[config.mk]
export PLATFORM = sky130hd
export DESIGN_NAME = fp_mul_serial
export DESIGN_NICKNAME = d
export VERILOG_FILES = /design/src/rtl/fp_mul_pkg.sv /design/src/rtl/fp_mant_mul_iter.sv /design/src/rtl/fp_mul_serial.sv
export SDC_FILE = /design/constraint.sdc
export NUM_CORES = 1
export LEC_CHECK = 0
export ABC_AREA = 1
export CORE_MARGIN = 5
export CORE_UTILIZATION = 60
export DETAILED_ROUTE_END_ITERATION = 10
export GPL_TIMING_DRIVEN = 1
export PLACE_DENSITY_LB_ADDON = 0.08
export SYNTH_ARGS = -nofsm -noshare
export SYNTH_HDL_FRONTEND = slang
export SYNTH_SLANG_ARGS = --single-unit
[constraint.sdc]
create_clock -name CLK -period 7.95 [get_ports CLK]
set_clock_uncertainty 0.1 [all_clocks]
set_input_delay 1.1925 -clock CLK [delete_from_list [all_inputs] [get_ports CLK]]
set_output_delay 1.1925 -clock CLK [all_outputs]
set_load 0.01 [all_outputs]
[src/rtl/fp_mul_pkg.sv]
// Shared definitions for the serial floating-point multiplier: FSM states,
// rounding-mode encoding and special-value bit-pattern builders.
package fp_mul_pkg;

   typedef enum logic [2:0] {
      IDLE,
      LOAD,
      MUL,
      NORM,
      OUT
   } state_e;

   localparam logic RND_RNE = 1'b0;
   localparam logic RND_RTZ = 1'b1;

   // Patterns are built in a wide word; callers slice the low 1+EXP_W+FRAC_W bits.
   localparam int FP_MAX_W = 128;
   typedef logic [FP_MAX_W-1:0] fp_word_t;

   function automatic fp_word_t fp_exp_ones(input int unsigned exp_w, input int unsigned frac_w);
      fp_word_t one;
      one = fp_word_t'(1);
      return ((one << exp_w) - one) << frac_w;
   endfunction

   function automatic fp_word_t fp_qnan(input int unsigned exp_w, input int unsigned frac_w);
      fp_word_t one;
      one = fp_word_t'(1);
      return fp_exp_ones(exp_w, frac_w) | (one << (frac_w - 1));
   endfunction

   function automatic fp_word_t fp_inf(input int unsigned exp_w, input int unsigned frac_w);
      return fp_exp_ones(exp_w, frac_w);
   endfunction

   function automatic fp_word_t fp_max_finite(input int unsigned exp_w, input int unsigned frac_w);
      fp_word_t one;
      one = fp_word_t'(1);
      return (((one << exp_w) - fp_word_t'(2)) << frac_w) | ((one << frac_w) - one);
   endfunction

endpackage

[src/rtl/fp_mant_mul_iter.sv]
// Iterative (FRAC_W+1)x(FRAC_W+1) shift-add significand multiplier, one
// multiplier bit per cycle; the start cycle already performs the first step.
module fp_mant_mul_iter
   import fp_mul_pkg::*;
#(
   parameter int FRAC_W = 52
) (
   input  logic                clk_i,
   input  logic                rst_ni,
   input  logic                start_i,
   input  logic [FRAC_W:0]     a_i,
   input  logic [FRAC_W:0]     b_i,
   output logic                done_o,
   output logic [2*FRAC_W+1:0] prod_o
);

   localparam int M  = FRAC_W + 1;
   localparam int CW = $clog2(FRAC_W + 1);

   logic [M-1:0]  hi_q, hi_d, lo_q, lo_d;
   logic [M-1:0]  cur_hi, cur_lo;
   logic [M:0]    sum;
   logic [CW-1:0] cnt_q, cnt_d;
   logic          run_q, run_d;

   // a_i/b_i must stay stable from start_i until the product has been consumed.
   always_comb begin
      cur_hi = start_i ? '0 : hi_q;
      cur_lo = start_i ? b_i : lo_q;
      sum    = {1'b0, cur_hi} + (cur_lo[0] ? {1'b0, a_i} : '0);
      hi_d   = hi_q;
      lo_d   = lo_q;
      cnt_d  = cnt_q;
      run_d  = run_q;
      if (start_i) begin
         hi_d  = sum[M:1];
         lo_d  = {sum[0], cur_lo[M-1:1]};
         cnt_d = CW'(FRAC_W);
         run_d = 1'b1;
      end else if (run_q) begin
         hi_d  = sum[M:1];
         lo_d  = {sum[0], cur_lo[M-1:1]};
         cnt_d = cnt_q - CW'(1);
         if (cnt_q == CW'(1)) begin
            run_d = 1'b0;
         end
      end
   end

   always_ff @(posedge clk_i) begin
      if (!rst_ni) begin
         hi_q  <= '0;
         lo_q  <= '0;
         cnt_q <= '0;
         run_q <= 1'b0;
      end else begin
         hi_q  <= hi_d;
         lo_q  <= lo_d;
         cnt_q <= cnt_d;
         run_q <= run_d;
      end
   end

   // done_o marks the cycle of the final step; prod_o is complete from the next cycle.
   assign done_o = run_q && (cnt_q == CW'(1));
   assign prod_o = {hi_q, lo_q};

endmodule

[src/rtl/fp_mul_serial.sv]
// Byte-serial IEEE-style multiplier: loads A then B LSB-beat first, multiplies
// iteratively, rounds (RNE/RTZ) and streams the result back LSB-beat first.
//
// state | meaning
// IDLE  | waiting for A beat 0
// LOAD  | collecting remaining A and B beats
// MUL   | iterative significand multiply running
// NORM  | normalise, round, handle specials, pack
// OUT   | streaming result beats, READY on beat 0
module fp_mul_serial
   import fp_mul_pkg::*;
#(
   parameter int EXP_W  = 11,
   parameter int FRAC_W = 52,
   parameter int BUS_W  = 8
) (
   input  logic             CLK,
   input  logic             RESET,
   input  logic             ENABLE,
   input  logic [BUS_W-1:0] DATA_IN,
   input  logic             RND_MODE,
   output logic [BUS_W-1:0] DATA_OUT,
   output logic             READY,
   output logic             BUSY
);

   localparam int W     = 1 + EXP_W + FRAC_W;
   localparam int BEATS = W / BUS_W;
   localparam int M     = FRAC_W + 1;
   localparam int XW    = EXP_W + 2;
   localparam int BCW   = $clog2(2 * BEATS);
   localparam int OCW   = $clog2(BEATS + 1);

   localparam fp_word_t QNAN_X = fp_qnan(EXP_W, FRAC_W);
   localparam fp_word_t INF_X  = fp_inf(EXP_W, FRAC_W);
   localparam fp_word_t MAXF_X = fp_max_finite(EXP_W, FRAC_W);
   localparam logic signed [XW-1:0] BIAS_S = XW'(2 ** (EXP_W - 1) - 1);
   localparam logic signed [XW-1:0] EMAX_S = XW'(2 ** EXP_W - 1);
   localparam logic signed [XW-1:0] ONE_S  = XW'(1);

   state_e           state_q, state_d;
   logic [BCW-1:0]   beats_q, beats_d;
   logic [2*W-1:0]   ops_q, ops_d;
   logic             rnd_q, rnd_d;
   logic             start_q, start_d;
   logic [W-1:0]     res_q, res_d;
   logic [OCW-1:0]   outs_q, outs_d;

   logic [W-1:0]     op_a, op_b;
   logic [EXP_W-1:0] ea, eb;
   logic [FRAC_W-1:0] fa, fb;
   logic             mul_done;
   logic [2*M-1:0]   prod;

   // A arrives first, so after all beats it sits in the low half.
   assign op_a = ops_q[W-1:0];
   assign op_b = ops_q[2*W-1:W];
   assign ea   = op_a[W-2:FRAC_W];
   assign eb   = op_b[W-2:FRAC_W];
   assign fa   = op_a[FRAC_W-1:0];
   assign fb   = op_b[FRAC_W-1:0];

   fp_mant_mul_iter #(
      .FRAC_W (FRAC_W)
   ) u_mant_mul (
      .clk_i   (CLK),
      .rst_ni  (RESET),
      .start_i (start_q),
      .a_i     ({1'b1, fa}),
      .b_i     ({1'b1, fb}),
      .done_o  (mul_done),
      .prod_o  (prod)
   );

   logic                 sign, msb, guard, sticky, rnd_up;
   logic                 a_zero, b_zero, a_inf, b_inf, a_nan, b_nan;
   logic [2*M-1:0]       pn;
   logic [FRAC_W-1:0]    frac;
   logic [FRAC_W+1:0]    mant;
   logic signed [XW-1:0] exp_s;
   logic [W-1:0]         pack_res;
   logic                 unused_bits;

   always_comb begin
      sign   = op_a[W-1] ^ op_b[W-1];
      a_zero = ~|ea;
      b_zero = ~|eb;
      a_nan  = (&ea) & (|fa);
      b_nan  = (&eb) & (|fb);
      a_inf  = (&ea) & ~(|fa);
      b_inf  = (&eb) & ~(|fb);
      msb    = prod[2*M-1];
      pn     = msb ? prod : (prod << 1);
      frac   = pn[2*FRAC_W:FRAC_W+1];
      guard  = pn[FRAC_W];
      sticky = |pn[FRAC_W-1:0];
      rnd_up = (rnd_q == RND_RNE) & guard & (sticky | frac[0]);
      mant   = {2'b01, frac} + {{(FRAC_W+1){1'b0}}, rnd_up};
      exp_s  = $signed({2'b00, ea}) + $signed({2'b00, eb}) - BIAS_S
             + $signed(XW'(msb)) + $signed(XW'(mant[FRAC_W+1]));
      unused_bits = pn[2*M-1] ^ mant[FRAC_W];

      if (a_nan || b_nan || (a_inf && b_zero) || (a_zero && b_inf)) begin
         pack_res = QNAN_X[W-1:0];
      end else if (a_inf || b_inf) begin
         pack_res = INF_X[W-1:0] | {sign, {(W-1){1'b0}}};
      end else if (a_zero || b_zero) begin
         pack_res = {sign, {(W-1){1'b0}}};
      end else if (exp_s >= EMAX_S) begin
         pack_res = ((rnd_q == RND_RTZ) ? MAXF_X[W-1:0] : INF_X[W-1:0]) | {sign, {(W-1){1'b0}}};
      end else if (exp_s < ONE_S) begin
         pack_res = {sign, {(W-1){1'b0}}};
      end else begin
         pack_res = {sign, exp_s[EXP_W-1:0], mant[FRAC_W-1:0]};
      end
   end

   always_comb begin
      state_d = state_q;
      beats_d = beats_q;
      ops_d   = ops_q;
      rnd_d   = rnd_q;
      start_d = 1'b0;
      res_d   = res_q;
      outs_d  = outs_q;
      unique case (state_q)
         IDLE: begin
            if (ENABLE) begin
               ops_d   = {DATA_IN, ops_q[2*W-1:BUS_W]};
               rnd_d   = RND_MODE;
               beats_d = BCW'(2 * BEATS - 1);
               state_d = LOAD;
            end
         end
         LOAD: begin
            if (ENABLE) begin
               ops_d = {DATA_IN, ops_q[2*W-1:BUS_W]};
               if (beats_q == BCW'(1)) begin
                  beats_d = '0;
                  start_d = 1'b1;
                  state_d = MUL;
               end else begin
                  beats_d = beats_q - BCW'(1);
               end
            end
         end
         MUL: begin
            if (mul_done) begin
               state_d = NORM;
            end
         end
         NORM: begin
            res_d   = pack_res;
            outs_d  = OCW'(BEATS - 1);
            state_d = OUT;
         end
         OUT: begin
            if (outs_q == '0) begin
               state_d = IDLE;
            end else begin
               outs_d = outs_q - OCW'(1);
               res_d  = res_q >> BUS_W;
            end
         end
         default: state_d = IDLE;
      endcase
   end

   always_ff @(posedge CLK) begin
      if (!RESET) begin
         state_q <= IDLE;
         beats_q <= '0;
         ops_q   <= '0;
         rnd_q   <= RND_RNE;
         start_q <= 1'b0;
         res_q   <= '0;
         outs_q  <= '0;
      end else begin
         state_q <= state_d;
         beats_q <= beats_d;
         ops_q   <= ops_d;
         rnd_q   <= rnd_d;
         start_q <= start_d;
         res_q   <= res_d;
         outs_q  <= outs_d;
      end
   end

   assign DATA_OUT = (state_q == OUT) ? res_q[BUS_W-1:0] : '0;
   assign READY    = (state_q == OUT) && (outs_q == OCW'(BEATS - 1));
   assign BUSY     = (state_q != IDLE);

endmodule

==> metrics.log, run 1 <==
INFO  metric ant_nets = 0
INFO  metric max_freq = 164 MHz
INFO  metric portBuffers = 21
INFO  metric critical_path_class = register to register
INFO  metric final-hold-violation-count = 0
INFO  metric share_of_cells_above_drive_strength_1 = 4.99%
INFO  metric cts_tree = done
INFO  metric routed.top_layer = met4
INFO  metric share_comb_of_total_power = 23.8%
INFO  metric avgRoutedWirePerCell = 17.4 um
INFO  metric synthesis.nets = 3340
INFO  metric portion_of_the_clock_cycle_consumed_by_the_worst_path_in_the_final_layout = 76.8%
INFO  metric timing.max_cap.violations = 0
INFO  metric design.core.area = 0.0337 mm^2
INFO  metric route.detailed.vias_per_inst = 5.81
INFO  metric numCtsBuffers = 36
INFO  metric post_syn_instances = 3244
INFO  metric antenna_found_initial = 0
INFO  metric hold_class = register to register
INFO  metric dr_wl_met2 = 30.0 mm
INFO  metric crit_start = u_mant_mul.hi_q[52]
INFO  metric synth_enable_flop_cells = 0
INFO  metric clkPwrFrac = 35.5%
INFO  metric fp.dieArea = 0.0381 mm^2
INFO  metric globalRouteTotalUtil = 32.0%
INFO  metric r2r_slack = 1.85 ns
INFO  metric worst_slew_margin_rel = 26.6%
INFO  metric reg_power_share = 40.7%
INFO  metric yosysUniqueCellTypes = 50
INFO  metric synth-seq-cells = 318
INFO  metric path_clk_slew = 0.06 ns
INFO  metric min_period = 6.10 ns
INFO  metric critPathArrivalTime = 6.45 ns
INFO  metric p_per_area = 215 mW/mm^2
INFO  metric tns = 0 ns
INFO  metric routed_wl = 63.3 mm
INFO  metric die-height = 195 um
INFO  metric post_layout_cell_count = 3636
INFO  metric worstSetupStartpointType = register
INFO  metric placement_rows = 67
INFO  metric drt-met1-wl = 26.1 mm
INFO  metric static_leakage = 9.18 nW
INFO  metric clock_insertion_delay_worst_skew = 0.57 ns
INFO  metric cts_setup_buffers = 0
INFO  metric pin_count_of_the_biggest_net_entering_global_routing = 143
INFO  metric switching_share = 34.9%
INFO  metric timing_worst_slew_pin_value = 1.10 ns
INFO  metric synth_sequential_area_ratio = 30.9%
INFO  metric timing.reg2reg.worst_path_depth = 25
INFO  metric pin_count = 22
INFO  metric end_kind = register
INFO  metric post-route-drc-count = 0
INFO  metric critPathMaxFanout = 64
INFO  metric antenna_diode_count = 0
INFO  metric synth.avg_cell_area = 6.34 um^2
INFO  metric internal_power = 3.07 mW
INFO  metric run_status = finished clean
INFO  metric place.detailed.instances = 3572
INFO  metric p_sw = 1.65 mW
INFO  metric detailedPlacementHpwl = 46.0 mm
INFO  metric number_of_clock_sinks = 318
INFO  metric slew_violations = 0
INFO  metric first_global_vias = 19754
INFO  metric place_worst_setup_slack = 1.97 ns
INFO  metric setup_viol = 0
INFO  metric utilization_after_layout = 65.2%
INFO  metric dpl-instance-area = 0.0208 mm^2
INFO  metric gpl.final_weighted_congestion = 1.05
INFO  metric hp-start = res_q[59]
INFO  metric initialDrtViolationCount = 1967
INFO  metric synthFlopType = sky130_fd_sc_hd__dfxtp_1
INFO  metric grt_setup_unrepaired = no
INFO  metric reg2reg_from = u_mant_mul.hi_q[52]
INFO  metric async_flop_share = 0%
INFO  metric drt_pass1_iterations = 6
INFO  metric wl_met3 = 3.88 mm
INFO  metric final_critical_path_setup_slack = 1.85 ns
INFO  metric area_growth = 6.73%
INFO  metric yosysWarnings = 0
INFO  metric grt_pass1_wl = 101 mm
INFO  metric start_util = 61.1%
INFO  metric cts_repair_resize_count = 0
INFO  metric h-tree-depth = 2
INFO  metric grt_remaining_overflow = 0
INFO  metric cts_buffer_depth = 3
INFO  metric timing.critical_path.to = res_q[36]
INFO  metric die_width = 195 um
INFO  metric vdd.ir_drop.worst = 0.235 mV
INFO  metric final_area = 0.0220 mm^2
INFO  metric fin_nets = 3258
INFO  metric detailroute.via_count = 21139
INFO  metric timing.rr.end = res_q[36]
INFO  metric required = 8.30 ns
INFO  metric cts_hold_buffers = 0
INFO  metric root_buffer = sky130_fd_sc_hd__clkbuf_16
INFO  metric synth_area = 0.0206 mm^2
[kinds of logic (layout without fill, tap and decap cells)]
kind of cell,count (synthesis),in the layout,share of synthesized area (%)
simple gates,1289,1289,26.5
flops,318,318,30.9
buf+inv,627,571,12.1
xor+xnor,46,46,1.96
compound gates,880,880,23.3
fa+ha+maj,84,84,5.22
[layout by cell type (no fill, tap or decap), types with 14 or more instances in the layout]
cell type and count:
sky130_fd_sc_hd__o21ai_0 324, sky130_fd_sc_hd__ha_1 81, sky130_fd_sc_hd__dfxtp_1 316, sky130_fd_sc_hd__o21ai_1 51, sky130_fd_sc_hd__a21oi_1 378, sky130_fd_sc_hd__nor2_2 21, sky130_fd_sc_hd__nand3_1 153, sky130_fd_sc_hd__clkbuf_16 36
sky130_fd_sc_hd__buf_4 16, sky130_fd_sc_hd__nor4_1 26, sky130_fd_sc_hd__inv_1 461, sky130_fd_sc_hd__o211ai_1 14, sky130_fd_sc_hd__xor2_1 41, sky130_fd_sc_hd__nand2_1 620, sky130_fd_sc_hd__nand4_1 52, sky130_fd_sc_hd__a221oi_1 36
sky130_fd_sc_hd__nor3_1 28, sky130_fd_sc_hd__clkdlybuf4s50_1 20, sky130_fd_sc_hd__nor2_1 345
[critical path: stages, from the launching register on]
cell	delay, ns
sky130_fd_sc_hd__dfxtp_4	0.75
sky130_fd_sc_hd__buf_4	0.51
sky130_fd_sc_hd__nand2_1	0.09
sky130_fd_sc_hd__o21ai_1	0.17
sky130_fd_sc_hd__nand2_1	0.16
sky130_fd_sc_hd__nor2_2	0.18
sky130_fd_sc_hd__nand2_1	0.08
sky130_fd_sc_hd__nor4_1	0.38
sky130_fd_sc_hd__nand4_1	0.16
sky130_fd_sc_hd__ha_1	0.31
sky130_fd_sc_hd__inv_1	0.04
sky130_fd_sc_hd__fa_1	0.43
sky130_fd_sc_hd__fa_1	0.49
sky130_fd_sc_hd__or2_2	0.29
sky130_fd_sc_hd__nor2_1	0.12
sky130_fd_sc_hd__nand2_1	0.07
sky130_fd_sc_hd__nor2_1	0.08
sky130_fd_sc_hd__nand2_1	0.05
sky130_fd_sc_hd__nor2_1	0.09
sky130_fd_sc_hd__nand2_1	0.06
sky130_fd_sc_hd__nand2_1	0.06
sky130_fd_sc_hd__nand2_2	0.29
sky130_fd_sc_hd__inv_2	0.59
sky130_fd_sc_hd__o21ai_0	0.19
sky130_fd_sc_hd__nand2_1	0.12
sky130_fd_sc_hd__a21oi_1	0.07
[power groups by stage]
stage	logic (mW)	clock network (mW)	registers, mW
finish	1.12	1.67	1.92
global placement	1.08	0	1.94
floorplan	0.888	0	1.89
CTS	1.11	1.70	1.92
detailed placement	1.10	0	1.95
global route	1.27	1.76	1.94
[metal layers]
layer | vias to the layer above | GRT usage [%]
met5 | - | 0
met4 | 0 | 16.3
met3 | 181 | 3.08
met2 | 787 | 55.0
met1 | 9648 | 40.1
li1 | 10523 | -
[sequential cells by signal (all words and copies together) (netlist names)]
signal	count
ops_q	128
res_q	64
u_mant_mul.hi_q	53
u_mant_mul.lo_q	53
u_mant_mul.cnt_q	6
beats_q	4
outs_q	4
state_q	3
rnd_q	1
start_q	1
u_mant_mul.run_q	1
[cells in the mapped netlist (5+ instances only)]
master | number | share of area [%]
sky130_fd_sc_hd__o21ai_1 | 52 | 1.3
sky130_fd_sc_hd__nor2_2 | 19 | 0.58
sky130_fd_sc_hd__a22oi_1 | 9 | 0.33
sky130_fd_sc_hd__o221ai_1 | 8 | 0.34
sky130_fd_sc_hd__o21ai_0 | 324 | 7.9
sky130_fd_sc_hd__a221oi_1 | 36 | 1.5
sky130_fd_sc_hd__o211ai_1 | 14 | 0.51
sky130_fd_sc_hd__buf_2 | 8 | 0.19
sky130_fd_sc_hd__ha_1 | 81 | 4.9
sky130_fd_sc_hd__xor2_1 | 41 | 1.7
sky130_fd_sc_hd__and3_1 | 5 | 0.15
sky130_fd_sc_hd__a21o_1 | 5 | 0.18
sky130_fd_sc_hd__o21bai_1 | 11 | 0.40
sky130_fd_sc_hd__a31oi_1 | 12 | 0.36
sky130_fd_sc_hd__nand3_1 | 153 | 3.7
sky130_fd_sc_hd__nor2_1 | 349 | 6.4
sky130_fd_sc_hd__a21boi_0 | 5 | 0.18
sky130_fd_sc_hd__a21oi_1 | 378 | 9.2
sky130_fd_sc_hd__inv_1 | 462 | 8.4
sky130_fd_sc_hd__xnor2_1 | 5 | 0.21
sky130_fd_sc_hd__dfxtp_1 | 318 | 31
sky130_fd_sc_hd__buf_6 | 13 | 0.71
sky130_fd_sc_hd__nand4_1 | 52 | 1.6
sky130_fd_sc_hd__or2_2 | 13 | 0.40
sky130_fd_sc_hd__inv_2 | 8 | 0.15
sky130_fd_sc_hd__o21ai_2 | 13 | 0.55
sky130_fd_sc_hd__nor4_1 | 26 | 0.79
sky130_fd_sc_hd__clkbuf_1 | 122 | 2.2
sky130_fd_sc_hd__nand2_1 | 621 | 11
sky130_fd_sc_hd__nand2_2 | 10 | 0.30
sky130_fd_sc_hd__buf_1 | 11 | 0.20
sky130_fd_sc_hd__nor3_1 | 28 | 0.68
[stage by stage]
stage	power (mW)	hold WS [ns]
finish	4.72	0.369
global route	4.96	0.389
CTS	4.72	0.367
detailed placement	3.05	0.358
global placement	3.02	0.350
floorplan	2.78	0.341
[how the worst min path moves through the flow]
stage / cells after the start / slack, ns / end
2_1_floorplan: 2 / 0.34 / res_q[59]
3_3_place_gp: 2 / 0.35 / res_q[60]
3_5_place_dp: 2 / 0.36 / res_q[59]
4_1_cts: 2 / 0.37 / res_q[59]
5_1_grt: 2 / 0.39 / u_mant_mul.hi_q[18]
6_report: 2 / 0.37 / res_q[59]
[area by class of cell]
| type | count | area [um^2] |
|---|---|---|
| sequential | 318 | 6370 |
| clock inverter | 14 | 144 |
| fill | 3254 | 11700 |
| clock buffer | 50 | 1030 |
| timing repair buffer | 37 | 332 |
| multi-input combinational | 2299 | 11800 |
| inverter | 470 | 1760 |
| tap | 448 | 561 |
(Power assumes the default switching activity.)
==> run 2, diff against run 1 <==
- clock period: 7.95 -> 6.2 ns (I/O delays scaled with it)
==> metrics.log, run 2 (synthesized netlist as in run 1, its figures left out) <==
INFO  metric run_status = finished clean
INFO  metric cts_hold_buffers = 0
INFO  metric static_leakage = 9.26 nW
INFO  metric slew_violations = 0
INFO  metric cts_repair_resize_count = 0
INFO  metric first_global_vias = 19709
INFO  metric fp.dieArea = 0.0381 mm^2
INFO  metric cts_tree = done
INFO  metric final-hold-violation-count = 0
INFO  metric number_of_clock_sinks = 318
INFO  metric area_growth = 7.55%
INFO  metric cts_setup_buffers = 0
INFO  metric dr_wl_met2 = 30.8 mm
INFO  metric worst_slew_margin_rel = 28.2%
INFO  metric portion_of_the_clock_cycle_consumed_by_the_worst_path_in_the_final_layout = 90.1%
INFO  metric p_per_area = 282 mW/mm^2
INFO  metric start_util = 61.1%
INFO  metric max_freq = 179 MHz
INFO  metric design.core.area = 0.0337 mm^2
INFO  metric hold_class = register to register
INFO  metric end_kind = register
INFO  metric critical_path_class = register to register
INFO  metric final_critical_path_setup_slack = 0.614 ns
INFO  metric timing.critical_path.slowest_cell_delay = 0.75 ns
INFO  metric antenna_diode_count = 0
INFO  metric pin_count = 22
INFO  metric die-height = 195 um
INFO  metric ant_nets = 0
INFO  metric gpl.final_weighted_congestion = 1.02
INFO  metric place_worst_setup_slack = 0.676 ns
INFO  metric worstSetupStartpointType = register
INFO  metric pin_count_of_the_biggest_net_entering_global_routing = 143
INFO  metric die_width = 195 um
INFO  metric routed.top_layer = met4
INFO  metric required = 6.54 ns
INFO  metric detailedPlacementHpwl = 47.6 mm
INFO  metric root_buffer = sky130_fd_sc_hd__clkbuf_16
INFO  metric placement_rows = 67
INFO  metric grt_pass1_wl = 102 mm
INFO  metric layout.cells.most_common = sky130_fd_sc_hd__nand2_1
INFO  metric post-route-drc-count = 0
INFO  metric grt_setup_unrepaired = no
INFO  metric timing_worst_slew_pin_value = 1.08 ns
INFO  metric critical_path.slowest_cell = sky130_fd_sc_hd__dfxtp_4
INFO  metric portBuffers = 21
INFO  metric cts_buffer_depth = 3
INFO  metric layout.cells.most_common_list = sky130_fd_sc_hd__nand2_1 (620), sky130_fd_sc_hd__inv_1 (461), sky130_fd_sc_hd__a21oi_1 (378)
INFO  metric path_clk_slew = 0.06 ns
INFO  metric drt-met1-wl = 26.3 mm
INFO  metric fin_nets = 3265
INFO  metric initialDrtViolationCount = 1877
INFO  metric wl_met3 = 3.99 mm
INFO  metric min_period = 5.59 ns
INFO  metric numCtsBuffers = 36
INFO  metric clock_insertion_delay_worst_skew = 0.57 ns
INFO  metric vdd.ir_drop.worst = 0.304 mV
INFO  metric critPathMaxFanout = 60
INFO  metric routed_wl = 64.2 mm
INFO  metric setup_viol = 0
INFO  metric number_of_flip_flops_under_the_largest_register_name = 128
INFO  metric h-tree-depth = 2
INFO  metric biggestRegsByFlops = ops_q (128), res_q (64)
INFO  metric avgRoutedWirePerCell = 17.6 um
INFO  metric timing.max_cap.violations = 0
INFO  metric route.detailed.vias_per_inst = 5.84
INFO  metric critical-path-top-cell-by-count = sky130_fd_sc_hd__nand2_1
INFO  metric tns = 0 ns
INFO  metric share_of_cells_above_drive_strength_1 = 5.16%
INFO  metric globalRouteTotalUtil = 32.4%
INFO  metric regMostFlops = ops_q
INFO  metric antenna_found_initial = 0
INFO  metric detailroute.via_count = 21277
INFO  metric grt_remaining_overflow = 0
INFO  metric critPathArrivalTime = 5.93 ns
INFO  metric drt_pass1_iterations = 6
-- run 2: metal layers --
layer / vias to the layer above / GRT usage, %
li1: 10526 / -
met1: 9741 / 40.4
met2: 842 / 56.2
met3: 168 / 4.41
met4: 0 / 13.7
met5: - / 0
-- run 2: power breakdown --
part	switching (mW)	total, mW	internal (mW)	leakage [nW]
Combinational	1.02	1.48	0.455	6.06
Clock	0.917	2.29	1.37	0.608
Sequential	0.187	2.47	2.28	2.59
Total	2.13	6.23	4.11	9.26
-- run 2: path summary, 6_finish.rpt --
check	start	endpoint	slack, ns	cells past startpoint
max reg2reg	u_mant_mul.hi_q[52]	res_q[10]	0.61	26
min reg2reg	u_mant_mul.hi_q[33]	u_mant_mul.hi_q[33]	0.37	2
max	u_mant_mul.hi_q[52]	res_q[10]	0.61	26
min	u_mant_mul.hi_q[33]	u_mant_mul.hi_q[33]	0.37	2
-- run 2: layout make-up --
type | count | area, um^2
flip-flops and latches | 318 | 6370
fillers | 3136 | 11600
clock buffers | 46 | 968
well taps | 448 | 561
multi-input cells | 2299 | 11800
inverters | 470 | 1760
repair buffers | 44 | 422
clock inverters | 18 | 287
-- run 2: through the flow --
stage	hold slack (ns)	std cells	total power [mW]	instance area [um^2]	util (%)
floorplan	0.341	3244	3.57	20600	-
global placement	0.350	3579	3.90	20900	61.9
detailed placement	0.356	3579	3.94	20900	61.9
CTS	0.366	3643	6.23	22100	65.7
global route	0.390	3643	6.55	22100	65.7
finish	0.367	3643	6.23	22100	65.7
-- run 2: critical path, delay by kind of cell, from the launching register on --
kind / cells / cell delay, ns
AO/OA/AOI/OAI: 3 / 0.43
buffers and inverters: 2 / 0.50
adder cells (fa/ha/maj): 3 / 1.23
flip-flops: 1 / 0.75
AND/OR/NAND/NOR: 18 / 2.42
==> run 3, diff against run 2 <==
- CORE_UTILIZATION: 60 -> 47
==> metrics.log, run 3 (synthesized netlist as in run 1, its figures left out) <==
INFO  metric p_sw = 2.15 mW
INFO  metric routed_wl = 68.8 mm
INFO  metric critical_path.slowest_cell = sky130_fd_sc_hd__fa_1
INFO  metric reg_power_share = 40.1%
INFO  metric fin_nets = 3272
INFO  metric area_growth = 8.40%
INFO  metric globalRouteTotalUtil = 28.1%
INFO  metric p_per_area = 276 mW/mm^2
INFO  metric detailroute.via_count = 21070
INFO  metric timing.critical_path.slowest_cell_delay = 0.46 ns
INFO  metric design.core.area = 0.0432 mm^2
INFO  metric initialDrtViolationCount = 1713
INFO  metric start_util = 47.7%
INFO  metric antenna_found_initial = 0
INFO  metric internal_power = 4.00 mW
INFO  metric avgRoutedWirePerCell = 18.2 um
INFO  metric timing.max_cap.violations = 0
INFO  metric root_buffer = sky130_fd_sc_hd__clkbuf_16
INFO  metric vdd.ir_drop.worst = 0.228 mV
INFO  metric gpl.final_weighted_congestion = 0.972
INFO  metric final_critical_path_setup_slack = 0.656 ns
INFO  metric die-height = 219 um
INFO  metric first_global_vias = 20147
INFO  metric biggestRegsByFlops = ops_q (128), res_q (64)
INFO  metric cts_tree = done
INFO  metric regMostFlops = ops_q
INFO  metric share_comb_of_total_power = 23.9%
INFO  metric pin_count_of_the_biggest_net_entering_global_routing = 191
INFO  metric final-hold-violation-count = 0
INFO  metric critical_path_class = register to register
INFO  metric grt_pass1_wl = 108 mm
INFO  metric fp.dieArea = 0.0481 mm^2
INFO  metric end_kind = register
INFO  metric static_leakage = 9.27 nW
INFO  metric share_of_cells_above_drive_strength_1 = 5.21%
INFO  metric placement_rows = 76
INFO  metric critical-path-top-cell-by-count = sky130_fd_sc_hd__nor2_1
INFO  metric run_status = finished clean
INFO  metric area_of_combinational_cells_with_multiple_inputs = 0.0118 mm^2
INFO  metric ant_nets = 0
INFO  metric layout.cells.most_common = sky130_fd_sc_hd__nand2_1
INFO  metric worst_slew_margin_rel = 37.8%
INFO  metric hold_class = register to register
INFO  metric path_clk_slew = 0.06 ns
INFO  metric detailedPlacementHpwl = 51.5 mm
INFO  metric setup_viol = 0
INFO  metric die_width = 219 um
INFO  metric min_period = 5.54 ns
INFO  metric slew_violations = 0
INFO  metric hold_ws = 0.361 ns
INFO  metric numCtsBuffers = 38
INFO  metric cts_buffer_depth = 3
INFO  metric layout.filler_cells = 4573
INFO  metric critPathMaxFanout = 50
INFO  metric pin_count = 22
INFO  metric route.detailed.vias_per_inst = 5.56
INFO  metric switching_share = 35.0%
INFO  metric tns = 0 ns
INFO  metric clock_insertion_delay_worst_skew = 0.59 ns
INFO  metric layout.cells.most_common_list = sky130_fd_sc_hd__nand2_1 (620), sky130_fd_sc_hd__inv_1 (461), sky130_fd_sc_hd__a21oi_1 (378)
INFO  metric grt_remaining_overflow = 0
INFO  metric max_freq = 180 MHz
INFO  metric register_area = 0.00637 mm^2
INFO  metric cts_hold_buffers = 0
INFO  metric portion_of_the_clock_cycle_consumed_by_the_worst_path_in_the_final_layout = 89.4%
INFO  metric drt_pass1_iterations = 7
INFO  metric required = 6.55 ns
INFO  metric worstSetupStartpointType = register
INFO  metric h-tree-depth = 2
INFO  metric post-route-drc-count = 0
INFO  metric number_of_clock_sinks = 318
INFO  metric antenna_diode_count = 0
INFO  metric place_worst_setup_slack = 0.542 ns
INFO  metric portBuffers = 21
INFO  metric timing_worst_slew_pin_value = 0.933 ns
INFO  metric critPathArrivalTime = 5.89 ns
INFO  metric clkPwrFrac = 36.0%
INFO  metric grt_setup_unrepaired = no
INFO  metric number_of_flip_flops_under_the_largest_register_name = 128
-- run 3: changes by cell type in the layout (fill, tap and decap cells not counted), moves of 2 or more --
cell	previous run	this run
sky130_fd_sc_hd__clkinv_2	4	6
sky130_fd_sc_hd__bufinv_16	6	2
sky130_fd_sc_hd__buf_4	20	26
sky130_fd_sc_hd__clkinv_16	0	2
sky130_fd_sc_hd__inv_6	2	0
sky130_fd_sc_hd__clkbuf_1	7	14
sky130_fd_sc_hd__clkbuf_16	36	38
-- run 3: per-layer routing --
| metal | part of all wire, % | global-route usage, % |
|---|---|---|
| met4 | 4.5 | 12.0 |
| met3 | 4.7 | 3.28 |
| met1 | 43 | 35.2 |
| met5 | 0 | 0 |
| met2 | 48 | 48.8 |
-- run 3: repair_timing --
| item | CTS | global route |
|---|---|---|
| resized for setup | 0 | 2 |
| hold endpoints to repair | 0 | 0 |
| setup buffers | 0 | 1 |
| setup endpoints to repair | 0 | 51 |
-- run 3: final timing paths --
path,startpoint,endpoint,slack [ns],cells past startpoint
max,u_mant_mul.hi_q[52],res_q[50],0.66,30
min,res_q[59],res_q[59],0.36,2
max reg2reg,u_mant_mul.hi_q[52],res_q[50],0.66,30
min reg2reg,res_q[59],res_q[59],0.36,2
-- run 3: worst max-delay path: cells and delay by family, from the launching register on --
kind / cells / cell delay [ns]
buffers and inverters: 4 / 0.79
AOI/OAI and AO/OA: 2 / 0.23
and+or+nand+nor: 21 / 2.61
adders and majority gates: 3 / 1.20
DFF: 1 / 0.45
-- run 3: through the flow --
| stage | util (%) | cell area, um^2 | power, mW | std cells |
|---|---|---|---|---|
| after floorplan | - | 20600 | 3.57 | 3244 |
| after global placement | 48.8 | 21000 | 3.95 | 3720 |
| after detailed placement | 48.8 | 21000 | 3.96 | 3720 |
| after CTS | 51.6 | 22300 | 6.19 | 3788 |
| after global routing | 51.7 | 22300 | 6.51 | 3789 |
| final | 51.7 | 22300 | 6.15 | 3789 |
-- run 3: cell type report --
type,count,area share (%)
clock buffers,55,4.68
clock inverters,13,0.836
inverters,470,7.92
multi-input cells,2299,52.7
flip-flops and latches,318,28.6
well taps,585,3.28
repair buffers,49,2.00
-- run 3: power by group through the flow --
stage	Combinational, mW	Sequential (mW)	Clock (mW)
finish	1.47	2.47	2.22
global route	1.67	2.49	2.35
CTS	1.46	2.46	2.27
detailed placement	1.46	2.51	0
global placement	1.44	2.50	0
floorplan	1.14	2.43	0
